--- src/rtl/bytecode_byte_stream_pkg.sv ---
// bytecode_byte_stream_pkg
//   Shared constants and helpers for the bytecode byte-serialising stage.
//   BYTES_PER_WORD : number of byte lanes in one fetched instruction word.
//   beLane()       : extracts byte lane 'lane' of a word in big-endian order
//                    (lane 0 is word[31:24], lane 3 is word[7:0]).
package bytecode_byte_stream_pkg;

  localparam int BYTES_PER_WORD = 4;

  // Lane 0 is the most significant byte, so it is the first bytecode in
  // program order.
  function automatic logic [7:0] beLane(input logic [31:0] word, input logic [1:0] lane);
    return word[(BYTES_PER_WORD - 1 - int'(lane)) * 8 +: 8];
  endfunction

endpackage

--- src/rtl/bytecode_byte_stream_ram.sv ---
// byte_ring_ram
//   CAP x 8 circular byte store with a 4-byte aligned write port and a
//   single-byte asynchronous read port. Holds no control state; pointers
//   are owned by bytecode_byte_stream. The array is intentionally not reset.
// Ports:
//   clk      : clock, write on rising edge
//   i_we     : write enable for one full word
//   i_wrPtr  : word-aligned byte slot receiving word[31:24]
//   i_word   : instruction word to store (big-endian lanes)
//   i_rdPtr  : byte slot to read
//   o_rdByte : byte stored at i_rdPtr
module byte_ring_ram
  import bytecode_byte_stream_pkg::*;
#(
  parameter int CAP   = 8,
  parameter int PTR_W = $clog2(CAP)
) (
  input  logic             clk,
  input  logic             i_we,
  input  logic [PTR_W-1:0] i_wrPtr,
  input  logic [31:0]      i_word,
  input  logic [PTR_W-1:0] i_rdPtr,
  output logic [7:0]       o_rdByte
);

  logic [7:0] r_mem [CAP];

  // The write pointer is always word aligned, so the four lane slots never
  // straddle the wrap point and a plain add is enough.
  always_ff @(posedge clk) begin
    if (i_we) begin
      for (int k = 0; k < BYTES_PER_WORD; k++) begin
        r_mem[i_wrPtr + PTR_W'(k)] <= beLane(i_word, 2'(k));
      end
    end
  end

  assign o_rdByte = r_mem[i_rdPtr];

endmodule

--- src/rtl/bytecode_byte_stream.sv ---
// bytecode_byte_stream
//   Buffers 32-bit instruction words from the fetch unit and hands JVM
//   bytecode to the decoder one byte per cycle, tagged with its address.
//   A flush discards everything buffered and reloads the byte address.
// Ports:
//   clk        : clock
//   reset      : asynchronous active-low reset
//   flush      : synchronous buffer clear + byte address reload
//   flush_addr : address of the first byte after a flush (word aligned)
//   word_in    : fetched instruction word
//   word_valid : word_in is valid
//   word_ready : buffer has room for a whole word (from registered level)
//   byte_out   : head bytecode byte
//   byte_valid : byte_out is valid
//   byte_ready : decoder consumes the head byte this cycle
//   byte_addr  : bytecode address of byte_out
//   level      : number of buffered bytes
module bytecode_byte_stream
  import bytecode_byte_stream_pkg::*;
#(
  parameter int BUF_WORDS     = 2,
  parameter int ADDRESS_WIDTH = 8
) (
  input  logic                                          clk,
  input  logic                                          reset,
  input  logic                                          flush,
  input  logic [ADDRESS_WIDTH-1:0]                      flush_addr,
  input  logic [31:0]                                   word_in,
  input  logic                                          word_valid,
  output logic                                          word_ready,
  output logic [7:0]                                    byte_out,
  output logic                                          byte_valid,
  input  logic                                          byte_ready,
  output logic [ADDRESS_WIDTH-1:0]                      byte_addr,
  output logic [$clog2(BYTES_PER_WORD*BUF_WORDS+1)-1:0] level
);

  localparam int CAP   = BYTES_PER_WORD * BUF_WORDS;
  localparam int PTR_W = $clog2(CAP);
  localparam int LVL_W = $clog2(CAP + 1);

  // Highest occupancy that still leaves room for a full word.
  localparam logic [LVL_W-1:0] ROOM_LIMIT = LVL_W'(CAP - BYTES_PER_WORD);

  logic [PTR_W-1:0]         r_wrPtr;
  logic [PTR_W-1:0]         r_rdPtr;
  logic [LVL_W-1:0]         r_level;
  logic [ADDRESS_WIDTH-1:0] r_byteAddr;

  logic w_push;
  logic w_pop;

  // Room is judged on registered occupancy only, so a byte leaving this
  // cycle never opens the door for a word in the same cycle.
  assign word_ready = (r_level <= ROOM_LIMIT);
  assign byte_valid = (r_level != '0);
  assign level      = r_level;
  assign byte_addr  = r_byteAddr;

  assign w_push = word_valid & word_ready & ~flush;
  assign w_pop  = byte_valid & byte_ready & ~flush;

  byte_ring_ram #(
    .CAP   (CAP),
    .PTR_W (PTR_W)
  ) u_ram (
    .clk      (clk),
    .i_we     (w_push),
    .i_wrPtr  (r_wrPtr),
    .i_word   (word_in),
    .i_rdPtr  (r_rdPtr),
    .o_rdByte (byte_out)
  );

  // Pointer, occupancy and address bookkeeping. Flush wins over any push or
  // pop in the same cycle; pointers wrap naturally because CAP is 2^n.
  always_ff @(posedge clk or negedge reset) begin
    if (!reset) begin
      r_wrPtr    <= '0;
      r_rdPtr    <= '0;
      r_level    <= '0;
      r_byteAddr <= '0;
    end else if (flush) begin
      r_wrPtr    <= '0;
      r_rdPtr    <= '0;
      r_level    <= '0;
      r_byteAddr <= flush_addr;
    end else begin
      if (w_push) begin
        r_wrPtr <= r_wrPtr + PTR_W'(BYTES_PER_WORD);
      end
      if (w_pop) begin
        r_rdPtr    <= r_rdPtr + PTR_W'(1);
        r_byteAddr <= r_byteAddr + ADDRESS_WIDTH'(1);
      end
      case ({w_push, w_pop})
        2'b10:   r_level <= r_level + LVL_W'(BYTES_PER_WORD);
        2'b01:   r_level <= r_level - LVL_W'(1);
        2'b11:   r_level <= r_level + LVL_W'(BYTES_PER_WORD - 1);
        default: r_level <= r_level;
      endcase
    end
  end

endmodule

--- config.mk ---
export PLATFORM = sky130hd
export DESIGN_NAME = bytecode_byte_stream
export DESIGN_NICKNAME = d
export VERILOG_FILES = /design/src/rtl/bytecode_byte_stream_pkg.sv /design/src/rtl/bytecode_byte_stream_ram.sv /design/src/rtl/bytecode_byte_stream.sv
export SDC_FILE = /design/constraint.sdc
export NUM_CORES = 1
export LEC_CHECK = 0
export BUFFER_PORTS_ARGS = -buffer_cell sky130_fd_sc_hd__clkbuf_2
export CORE_MARGIN = 3
export CORE_UTILIZATION = 35
export CTS_CLUSTER_DIAMETER = 80
export CTS_CLUSTER_SIZE = 12
export DETAILED_ROUTE_END_ITERATION = 6
export PLACE_DENSITY = 0.63
export SETUP_SLACK_MARGIN = 0.2
export SLEW_MARGIN = 30
export SYNTH_ARGS = -nofsm -noshare
export SYNTH_HDL_FRONTEND = slang
export SYNTH_SLANG_ARGS = --single-unit
--- constraint.sdc ---
create_clock -name clk -period 8.3 [get_ports clk]
set_clock_uncertainty 0.15 [all_clocks]
set_input_delay 0.83 -clock clk [delete_from_list [all_inputs] [get_ports clk]]
set_output_delay 0.83 -clock clk [all_outputs]
set_load 0.02 [all_outputs]
==> results of run 1 <==
[flip-flops by register name, summed over array words and instances, names as in the netlist]
signal,flops
level,4
byte_addr,8
u_ram.r_mem,64
r_rdPtr,3
r_wrPtr,1
[worst min-delay path by stage]
stage	from	endpoint	slack, ns
2_1_floorplan	reset	byte_addr[0]	0.38
3_3_place_gp	r_wrPtr[2]	r_wrPtr[2]	0.40
3_5_place_dp	r_wrPtr[2]	r_wrPtr[2]	0.43
4_1_cts	reset	level[0]	0.29
5_1_grt	reset	level[0]	0.32
6_report	reset	level[0]	0.28
[cells by family after synthesis]
| logic type | Yosys count | synth area share |
|---|---|---|
| flip-flops | 80 | 0.588 |
| AND/OR/NAND/NOR | 154 | 0.156 |
| AO/OA/AOI/OAI | 20 | 0.0323 |
| multiplexers | 26 | 0.119 |
| XOR/XNOR | 12 | 0.0266 |
| buffers and inverters | 47 | 0.0523 |
| adder cells (fa/ha/maj) | 8 | 0.0253 |
[layout make-up]
cell class                 instances  area share
multi-input combinational        220       0.308
tap                              140      0.0379
timing repair buffer              68      0.0747
sequential                        80       0.503
inverter                          16      0.0130
clock inverter                     6      0.0146
clock buffer                      10      0.0495
[power groups by stage]
| stage | clock network (W) | logic (W) | registers (W) |
|---|---|---|---|
| floorplan | 0 | 0.000331 | 0.000561 |
| global placement | 0 | 0.000420 | 0.000583 |
| detailed placement | 0 | 0.000429 | 0.000587 |
| CTS | 0.000402 | 0.000431 | 0.000579 |
| global route | 0.000421 | 0.000474 | 0.000588 |
| finish | 0.000392 | 0.000425 | 0.000575 |
[per-stage QoR]
step           area [um^2]  cells   util  power [W]  setup slack (ns)
4_1_cts               4620    540  0.423    0.00141              5.16
5_1_grt               4620    540  0.423    0.00148              5.01
2_1_floorplan         3950    347      -   0.000893              5.29
6_report              4620    540  0.423    0.00139              5.21
3_3_place_gp          4320    524  0.395    0.00100              5.17
3_5_place_dp          4330    524  0.396    0.00102              5.09
[layout by cell type, fill, tap and decap left out, drive strengths merged, types with 3 or more instances in the layout]
cell and n:
nand2 128, clkbuf 76, edfxtp 64, inv 17, mux4 16, dfrtp 16, nor2 10, o21ai 10
mux2 8, xor2 8, ha 8, nand3 4, xnor2 4, and2 3, clkinv 3
[layer usage]
layer	GRT usage	share of wire	up-vias	wire length, um
li1	-	-	1281	-
met1	0.180	0.41	1293	3490
met2	0.247	0.52	85	4400
met5	0	0	-	0
met4	0.0353	0.0057	0	49
met3	0.0415	0.070	4	594
==> run summary, run 1 <==
=========================================================================================
Result of the run                                                            finished, final reports clean
Combinational power share                                                           0.305
Highest-delay cell along the critical path                                   sky130_fd_sc_hd__dfrtp_2
Post-Syn Area                                                                   3950 um^2
Die Y-Extent                                                                       112 um
Post-cts gate resize count                                                              0
Switch Pwr                                                                     0.000460 W
Clock power share                                                                   0.281
Most used standard cell by instance count after synthesis                    sky130_fd_sc_hd__nand2_1
Pin count of the biggest net entering global routing                                   33
Cell internal power dissipation                                                0.000931 W
Residual DRC count                                                                      0
CP Cell Sequence                                                             mux4_2 -> mux2_2 -> clkbuf_2
Yosys warning total                                                                     0
Total iterations of the first detailed-routing run                                      4
Cell count along the critical path                                                      3
Count of cells along the worst register-to-register path                               12
Layout Area Growth over Synthesis                                                   17.0%
Fill cells                                                                           1072
Setup violations, final                                                                 0
Routability Congestion                                                              0.764
WP data required                                                                  7.32 ns
Count of buffering cells on the critical path with inverters included                   1
Switch share                                                                        0.331
CP Data Arrival Time                                                              2.11 ns
Worst setup SP type                                                             flip-flop
Via count                                                                            2663
Period minus WS final                                                             3.09 ns
Total grt overflow                                                                      0
Number of I/O pins                                                                     67
Die Outline Area                                                               12600 um^2
Hold Crit Class                                                               in -> async
Worst vdd rail ir drop                                                           0.134 mV
Ranking of synthesized cells by instance count                               sky130_fd_sc_hd__nand2_1, sky130_fd_sc_hd__edfxtp_1, sky130_fd_sc_hd__clkbuf_1
Yosys top cell by area                                                       sky130_fd_sc_hd__edfxtp_1
Port Buf Inserts                                                                       66
CTS hold repair buffers                                                                 0
Critical Path Source                                                           r_rdPtr[0]
Leading post-synthesis cells by cell area                                    sky130_fd_sc_hd__edfxtp_1, sky130_fd_sc_hd__nand2_1, sky130_fd_sc_hd__dfrtp_1
Total routing resource utilization after global routing                             0.144
Ant diodes                                                                              0
Unrepaired setup endpoints after global routing                                     false
Cell Pwr Density                                                              301 nW/um^2
Syn Area/Cell                                                                   11.4 um^2
Vias per inst                                                                        4.93
Reg2reg setup slack                                                               5.27 ns
Crit. End Element                                                              output pin
Most used flip-flop cell after synthesis                                     sky130_fd_sc_hd__edfxtp_1
Clock insertion delay at the later pin of the skew report                         0.32 ns
Initial drt markers                                                                   255
Initial core utilization                                                            0.361
Number of enable-type register cells in the synthesized netlist                        64
Clk sink count                                                                         80
Final nets                                                                            448
Count of antenna-violating nets left after detailed routing                             0
Normalized max-slew margin                                                          0.481
Tightest hold margin                                                             0.282 ns
Vias in the first global route                                                       2800
CP Class                                                                       reg -> out
Max-cap viol count                                                                      0
Worst-path maximum fanout                                                              18
Total area of sequential cells                                                  2320 um^2
Worst stage delay on the critical path                                            0.75 ns
Final cycle utilization of the critical path                                        0.372
Endpoint of the most critical register-to-register path                          level[3]
Sequential cell area fraction in the yosys report                                   0.588
Cell family with most CP delay                                               multiplexers
Max Transition Viols Final                                                              0
Count of different cell masters after synthesis                                        37
Leak                                                                              1.93 nW
TritonCTS Buffers                                                                       9
Launch point of the worst reg-to-reg path                                        level[3]
Maximum clock frequency                                                         0.324 GHz
Area occupied by multi-input gates                                              1420 um^2
Total negative slack                                                                 0 ns
Proportion of register bits with asynchronous set or reset after synthesis          0.200
Gate count after technology mapping                                                   347
Proportion of layout cells with a drive suffix above 1                              0.273
Sequential power share                                                              0.413
Depth of the CTS H-tree                                                                 3
Net Count, Synth                                                                      400
Post-CTS Setup Inserts                                                                  0
Die Span X                                                                         112 um
Buffer depth of the longest clock path                                                  2
Final HPWL from detailed placement                                                5890 um
CTS tree                                                                              yes
Buffer type at the clock tree root                                           sky130_fd_sc_hd__clkbuf_16
Routed WL                                                                         8530 um
Setup crit end                                                                byte_out[4]
Std-Cell Core Area                                                             10900 um^2
Reg clk slew, reported paths                                                      0.06 ns
Top-area cell type share of the netlist area                                        0.487
# rows                                                                                 38
Hold Fails Final Rpt                                                                    0
FF+latch count, synth                                                                  80
Antenna violations before repair                                                        0
Routed len/inst                                                                   15.8 um
Slew of the pin with the lowest slew margin                                      0.778 ns
First-pass GRT wire length                                                       14200 um
=========================================================================================
(Power assumes the default switching activity.)
==> run 2, diff against run 1 <==
==> constraint.sdc (replaced) <==
create_clock -name clk -period 2.9 [get_ports clk]
set_clock_uncertainty 0.15 [all_clocks]
set_input_delay 0.29 -clock clk [delete_from_list [all_inputs] [get_ports clk]]
set_output_delay 0.29 -clock clk [all_outputs]
set_load 0.02 [all_outputs]
==> run 2 against run 1 <==
Against the previous run: worst setup slack worse by 4.9 ns; total power rose to 2.9 times the previous value; first-iteration DRC count up 3.9%; sequential power rose to 2.7 times the previous value; global-route usage up 0.28 points; critical path depth up 9; sequential share of layout area down 1.1 points; highest routed layer unchanged; register-to-register slack worse by 5.0 ns; count of clock-buffer cells in the layout down 1.
==> run summary, run 2 (synthesis results as in run 1) <==
==========================================================================
Fill cells                                                            1054   -1.7%
Final HPWL from detailed placement                                 6040 um   +2.5%
Origin of the worst min-delay path                            flush_addr[6]
Total iterations of the first detailed-routing run                       4   unchanged
Residual DRC count                                                       0   unchanged
Dpl cell area                                                    4400 um^2   +1.7%
Result of the run                                             finished, final reports clean
Setup violations, final                                                  0   unchanged
Pin count of the biggest net entering global routing                    33   unchanged
CP Class                                                        reg -> reg
Highest-count cells in the layout ignoring fill and taps      sky130_fd_sc_hd__nand2_1, sky130_fd_sc_hd__clkbuf_2, sky130_fd_sc_hd__edfxtp_1, sky130_fd_sc_hd__mux4_2, sky130_fd_sc_hd__dfrtp_1
Slew of the pin with the lowest slew margin                       0.612 ns   -0.166 ns
Reg clk slew, reported paths                                       0.06 ns   about the same
Commonest non-fill, non-tap cell in the layout                sky130_fd_sc_hd__nand2_1
Antenna violations before repair                                         0   unchanged
CP Data Arrival Time                                               2.66 ns   +0.55 ns
Total negative slack                                                  0 ns   unchanged
Buffer depth of the longest clock path                                   2   unchanged
Unrepaired setup endpoints after global routing                      false
Total routing resource utilization after global routing              0.147   +0.00280
Vias in the first global route                                        2813   +0.46%
Layout Area Growth over Synthesis                                    19.7%
WP data required                                                   2.97 ns   -4.35 ns
Die Y-Extent                                                        112 um   unchanged
Final cycle utilization of the critical path                         0.893
Crit. End Element                                                flip-flop
Die Outline Area                                                12600 um^2   unchanged
Std-Cell Core Area                                              10900 um^2   unchanged
Hold Crit Class                                                  in -> reg
Worst vdd rail ir drop                                            0.456 mV   +240%
Port Buf Inserts                                                        66   unchanged
Initial core utilization                                             0.361   unchanged
Total grt overflow                                                       0   unchanged
Critical Path Source                                              level[2]
Max-cap viol count                                                       0   unchanged
First-pass GRT wire length                                        14300 um   +1.2%
Cell Pwr Density                                               864 nW/um^2   +190%
Worst-path maximum fanout                                                6   -12
Clk sink count                                                          80   unchanged
Largest register by flop count                                 u_ram.r_mem
Number of flip-flops under the largest register name                    64   unchanged
Max Transition Viols Final                                               0   unchanged
TritonCTS Buffers                                                        9   unchanged
Maximum clock frequency                                          0.386 GHz
Routability Congestion                                               0.832   +8.9%
Via count                                                             2670   +0.26%
# rows                                                                  38   unchanged
Period minus WS final                                              2.59 ns
Ant diodes                                                               0   unchanged
CTS tree                                                               yes
Leak                                                               1.96 nW   +1.7%
Routed len/inst                                                    15.8 um   -0.26%
Buffer type at the clock tree root                            sky130_fd_sc_hd__clkbuf_16
Number of I/O pins                                                      67   unchanged
Initial drt markers                                                    265   +3.9%
Launch point of the worst reg-to-reg path                         level[2]
Final core occ                                                       0.432   +0.00984
Proportion of layout cells with a drive suffix above 1               0.317   +0.0445
Normalized max-slew margin                                           0.592   +0.110
Worst setup SP type                                              flip-flop
Routed WL                                                          8620 um   +1.0%
Depth of the CTS H-tree                                                  3   unchanged
Clock insertion delay at the later pin of the skew report          0.33 ns   about the same
Hold Fails Final Rpt                                                     0   unchanged
Vias per inst                                                         4.88   -1.0%
Die Span X                                                          112 um   unchanged
Count of antenna-violating nets left after detailed routing              0   unchanged
Final design area excluding fillers                              4730 um^2   +2.3%
Final nets                                                             455   +1.6%
==========================================================================
run 2: area by class of cell:
| type | count | area [um^2] | area share |
|---|---|---|---|
| Clock inverter | 7 | 78.8 | 0.0167 |
| Clock buffer | 9 | 225 | 0.0476 |
| Multi-Input combinational cell | 220 | 1460 | 0.309 |
| Tap cell | 140 | 175 | 0.0370 |
| Timing Repair Buffer | 75 | 400 | 0.0847 |
| Inverter | 16 | 60.1 | 0.0127 |
| Sequential cell | 80 | 2330 | 0.492 |
run 2: per-layer routing:
metal / global-route usage / share of wire / vias to the layer above / wire (um)
met5: 0 / 0 / - / 0
li1: - / - / 1297 / -
met1: 0.180 / 0.43 / 1274 / 3750
met2: 0.254 / 0.50 / 95 / 4290
met4: 0.0377 / 0.0058 / 0 / 50
met3: 0.0442 / 0.061 / 4 / 529
run 2: power breakdown:
part	switching (W)	leakage, nW	internal (W)	total, W
Clock	0.000473	0.146	0.000676	0.00115
Combinational	0.000802	1.03	0.000572	0.00137
Sequential	0.0000888	0.783	0.00148	0.00157
Total	0.00136	1.96	0.00272	0.00409
run 2: worst paths after layout:
check,to,slack [ns],depth (start not counted)
min in group asynchronous,level[3],0.27,2
worst min register to register,r_wrPtr[2],0.43,2
worst max-delay path,level[3],0.31,12
max in group asynchronous,level[1],2.00,2
worst max register to register,level[3],0.31,12
worst min-delay path,byte_addr[6],0.02,3
run 2: worst max-delay path, stage by stage (launching register included):
cell                       delay (ns)
sky130_fd_sc_hd__dfrtp_2         0.46
sky130_fd_sc_hd__ha_2            0.22
sky130_fd_sc_hd__or2_1           0.24
sky130_fd_sc_hd__nand2_2         0.09
sky130_fd_sc_hd__nand3_2         0.09
sky130_fd_sc_hd__inv_2           0.08
sky130_fd_sc_hd__ha_4            0.15
sky130_fd_sc_hd__inv_2           0.06
sky130_fd_sc_hd__ha_4            0.21
sky130_fd_sc_hd__o21a_1          0.12
sky130_fd_sc_hd__or4_1           0.41
sky130_fd_sc_hd__o211ai_1        0.11
sky130_fd_sc_hd__a31oi_1         0.06
run 2: per-stage QoR:
step / hold WS [ns] / setup WS (ns) / power [W] / instances
5_1_grt: 0.0159 / 0.219 / 0.00434 / 547
3_3_place_gp: 0.0962 / 0.314 / 0.00293 / 529
2_1_floorplan: -0.156 / 0.244 / 0.00260 / 347
6_report: 0.0243 / 0.311 / 0.00409 / 547
4_1_cts: 0.00828 / 0.215 / 0.00413 / 546
3_5_place_dp: 0.101 / 0.229 / 0.00297 / 529
run 2: what timing repair did:
action / 4_1_cts / 5_1_grt
resized for setup: 0 / 3
setup buffers: 0 / 1
hold buffers: 1 / 0
setup endpoints to repair: 0 / 1
hold endpoints to repair: 16 / 0
==> run 3, diff against run 2 <==
--- a/config.mk
+++ b/config.mk
@@ -6,12 +6,14 @@
 export NUM_CORES = 1
 export LEC_CHECK = 0
 export BUFFER_PORTS_ARGS = -buffer_cell sky130_fd_sc_hd__clkbuf_2
+export CELL_PAD_IN_SITES_DETAIL_PLACEMENT = 2
+export CELL_PAD_IN_SITES_GLOBAL_PLACEMENT = 2
 export CORE_MARGIN = 3
 export CORE_UTILIZATION = 35
 export CTS_CLUSTER_DIAMETER = 80
 export CTS_CLUSTER_SIZE = 12
 export DETAILED_ROUTE_END_ITERATION = 6
-export PLACE_DENSITY = 0.63
+export PLACE_DENSITY = 0.85
 export SETUP_SLACK_MARGIN = 0.2
 export SLEW_MARGIN = 30
 export SYNTH_ARGS = -nofsm -noshare
==> run 3 against run 2 <==
Against the previous run: count of clock-buffer cells in the layout stayed put; total power increased by 3.5%; cell count is 0.37% higher.
==> run summary, run 3 (synthesis results as in run 1) <==
==========================================================================
Via count                                                             2808   +5.2%
Highest-delay cell along the critical path                    sky130_fd_sc_hd__dfrtp_2
Launch point of the worst reg-to-reg path                         level[2]
Die Span X                                                          112 um   unchanged
TritonCTS Buffers                                                        9   unchanged
Most prevalent standard cell on the critical path             sky130_fd_sc_hd__ha_4
Buffer depth of the longest clock path                                   2   unchanged
Worst vdd rail ir drop                                            0.334 mV   -27%
Depth of the CTS H-tree                                                  3   unchanged
Total iterations of the first detailed-routing run                       4   unchanged
Residual DRC count                                                       0   unchanged
Total grt overflow                                                       0   unchanged
CP Cell Sequence                                              ha_4 -> or2_1 -> nand2_2 -> nand3_2 -> inv_2 -> ha_4 -> inv_2 -> ha_4 -> o21a_1 -> or4_1 -> o211ai_1 -> a31oi_1
Die Y-Extent                                                        112 um   unchanged
CP Class                                                        reg -> reg
DP Cell Count                                                          529   unchanged
Switch share                                                         0.349   +0.0159
Max-cap viol count                                                       0   unchanged
Worst-path maximum fanout                                                5   -1
Total routing resource utilization after global routing              0.186   +0.0387
CP Data Arrival Time                                               2.64 ns   -0.02 ns
Count of antenna-violating nets left after detailed routing              0   unchanged
Port Buf Inserts                                                        66   unchanged
Final design area excluding fillers                              4770 um^2   +0.77%
Std-Cell Core Area                                              10900 um^2   unchanged
Maximum clock frequency                                          0.387 GHz   +0.20%
Combinational power share                                            0.350   +0.014
M1 wire length                                                     4670 um   +25%
Layout Area Growth over Synthesis                                    20.7%
Vias per inst                                                         5.11   +4.8%
Pre-CTS WS                                                        0.156 ns   -0.0724 ns
Clk sink count                                                          80   unchanged
Worst setup SP type                                              flip-flop
Reg clk slew, reported paths                                       0.06 ns   about the same
Number of flip-flops under the largest register name                    64   unchanged
Final nets                                                             457   +0.44%
Number of I/O pins                                                      67   unchanged
Clock power share                                                    0.277   -0.004
Cell internal power dissipation                                  0.00275 W   +1.1%
CTS tree                                                               yes
Highest-count cells in the layout ignoring fill and taps      sky130_fd_sc_hd__nand2_1, sky130_fd_sc_hd__clkbuf_2, sky130_fd_sc_hd__edfxtp_1, sky130_fd_sc_hd__mux4_2, sky130_fd_sc_hd__dfrtp_1
Setup violations, final                                                  0   unchanged
First-pass GRT wire length                                        17700 um   +24%
Final std cells w/o fill                                               549   +0.37%
Result of the run                                             finished, final reports clean
Routed WL                                                         11200 um   +30%
Unrepaired setup endpoints after global routing                      false
Vias in the first global route                                        3150   +12%
Dpl cell area                                                    4400 um^2   unchanged
Routability Congestion                                               0.786   -5.5%
Sequential power share                                               0.373   -0.010
Final HPWL from detailed placement                                 7990 um   +32%
Ant diodes                                                               0   unchanged
Critical Path Source                                              level[2]
Proportion of layout cells with a drive suffix above 1               0.323   +0.00579
Routed len/inst                                                    20.4 um   +30%
Hold Fails Final Rpt                                                     0   unchanged
Largest register by flop count                                 u_ram.r_mem
Least setup slack across all paths after layout                   0.316 ns   +0.00514 ns
Routed wire length on met3                                          514 um   -2.8%
Top sig layer                                                         met4
Period minus WS final                                              2.58 ns   -0.00514 ns
Initial core utilization                                             0.361   unchanged
Worst stage delay on the critical path                             0.46 ns   about the same
Crit. End Element                                                flip-flop
Slew of the pin with the lowest slew margin                       0.656 ns   +0.0441 ns
Switch Pwr                                                       0.00148 W   +8.5%
Pin count of the biggest net entering global routing                    33   unchanged
WP data required                                                   2.96 ns   about the same
Initial drt markers                                                    189   -29%
Die Outline Area                                                12600 um^2   unchanged
Met2 routed WL                                                     5860 um   +37%
Total negative slack                                                  0 ns   unchanged
Fill cells                                                            1143   +8.4%
Cell Pwr Density                                               888 nW/um^2   +2.7%
Buffer type at the clock tree root                            sky130_fd_sc_hd__clkbuf_16
Power consumption                                                0.00423 W   +3.5%
# rows                                                                  38   unchanged
Max Transition Viols Final                                               0   unchanged
Origin of the worst min-delay path                            flush_addr[0]
Final cycle utilization of the critical path                         0.891   -0.00177
Antenna violations before repair                                         0   unchanged
Hold Crit Class                                                  in -> reg
Clock insertion delay at the later pin of the skew report          0.33 ns   about the same
Normalized max-slew margin                                           0.562   -0.0295
Leak                                                               1.98 nW   +0.98%
Commonest non-fill, non-tap cell in the layout                sky130_fd_sc_hd__nand2_1
==========================================================================
==> run 3: cell count changes in the layout (fill, tap and decap cells not counted) <==
| cell | previous run | this run |
|---|---|---|
| sky130_fd_sc_hd__ha_4 | 2 | 4 |
| sky130_fd_sc_hd__inv_8 | 1 | 0 |
| sky130_fd_sc_hd__inv_6 | 1 | 3 |
| sky130_fd_sc_hd__clkinvlp_4 | 1 | 0 |
| sky130_fd_sc_hd__and2_4 | 0 | 1 |
| sky130_fd_sc_hd__buf_4 | 8 | 10 |
| sky130_fd_sc_hd__and2_1 | 3 | 2 |
| sky130_fd_sc_hd__ha_2 | 2 | 0 |
==> run 3: metrics by stage <==
stage | hold WS [ns] | utilization
global placement | 0.103 | 0.402
finish | 0.0188 | 0.436
detailed placement | 0.110 | 0.402
floorplan | -0.156 | -
CTS | 0.00441 | 0.432
global route | 0.0271 | 0.436
==> run 3: repair_timing <==
action,4_1_cts,5_1_grt
buffers inserted,1,2
hold buffers,1,0
endpoints found under the hold margin,16,0
pin swaps,0,3
endpoints found under the setup margin,1,2
gates resized for setup,2,4
==> run 3: final timing paths <==
| path | depth (start not counted) | slack (ns) | to |
|---|---|---|---|
| hold / removal | 3 | 0.02 | byte_addr[0] |
| min in group asynchronous | 2 | 0.29 | level[2] |
| setup / recovery | 12 | 0.32 | level[3] |
| hold reg to reg | 2 | 0.43 | level[1] |
| max in group asynchronous | 2 | 1.97 | level[1] |
| setup reg to reg | 12 | 0.32 | level[3] |
==> run 3: worst max-delay path: cells and delay by family, from the launching register on <==
family / cells / cell delay, ns
AO/OA/AOI/OAI: 3 / 0.32
flip-flops: 1 / 0.46
AND/OR/NAND/NOR: 4 / 0.81
adder cells (fa/ha/maj): 3 / 0.56
buffers and inverters: 2 / 0.15
==> run 3: power by group through the flow <==
stage | clock network (W) | logic, W | registers (W)
CTS | 0.00120 | 0.00148 | 0.00158
detailed placement | 0 | 0.00144 | 0.00161
floorplan | 0 | 0.000986 | 0.00162
finish | 0.00117 | 0.00148 | 0.00158
global route | 0.00124 | 0.00164 | 0.00160
global placement | 0 | 0.00135 | 0.00158
==> run 3: area by class of cell <==
class,instances,area [um^2],share of cell area
Timing Repair Buffer,77,415,0.0872
Multi-Input combinational cell,220,1490,0.312
Clock buffer,9,225,0.0473
Sequential cell,80,2330,0.488
Inverter,16,60.1,0.0126
Clock inverter,7,77.6,0.0163
Tap cell,140,175,0.0368
==> run 3: routing by layer <==
layer | track usage | vias up
met5 | 0 | -
li1 | - | 1301
met2 | 0.326 | 77
met3 | 0.0431 | 13
met4 | 0.0489 | 0
met1 | 0.231 | 1417
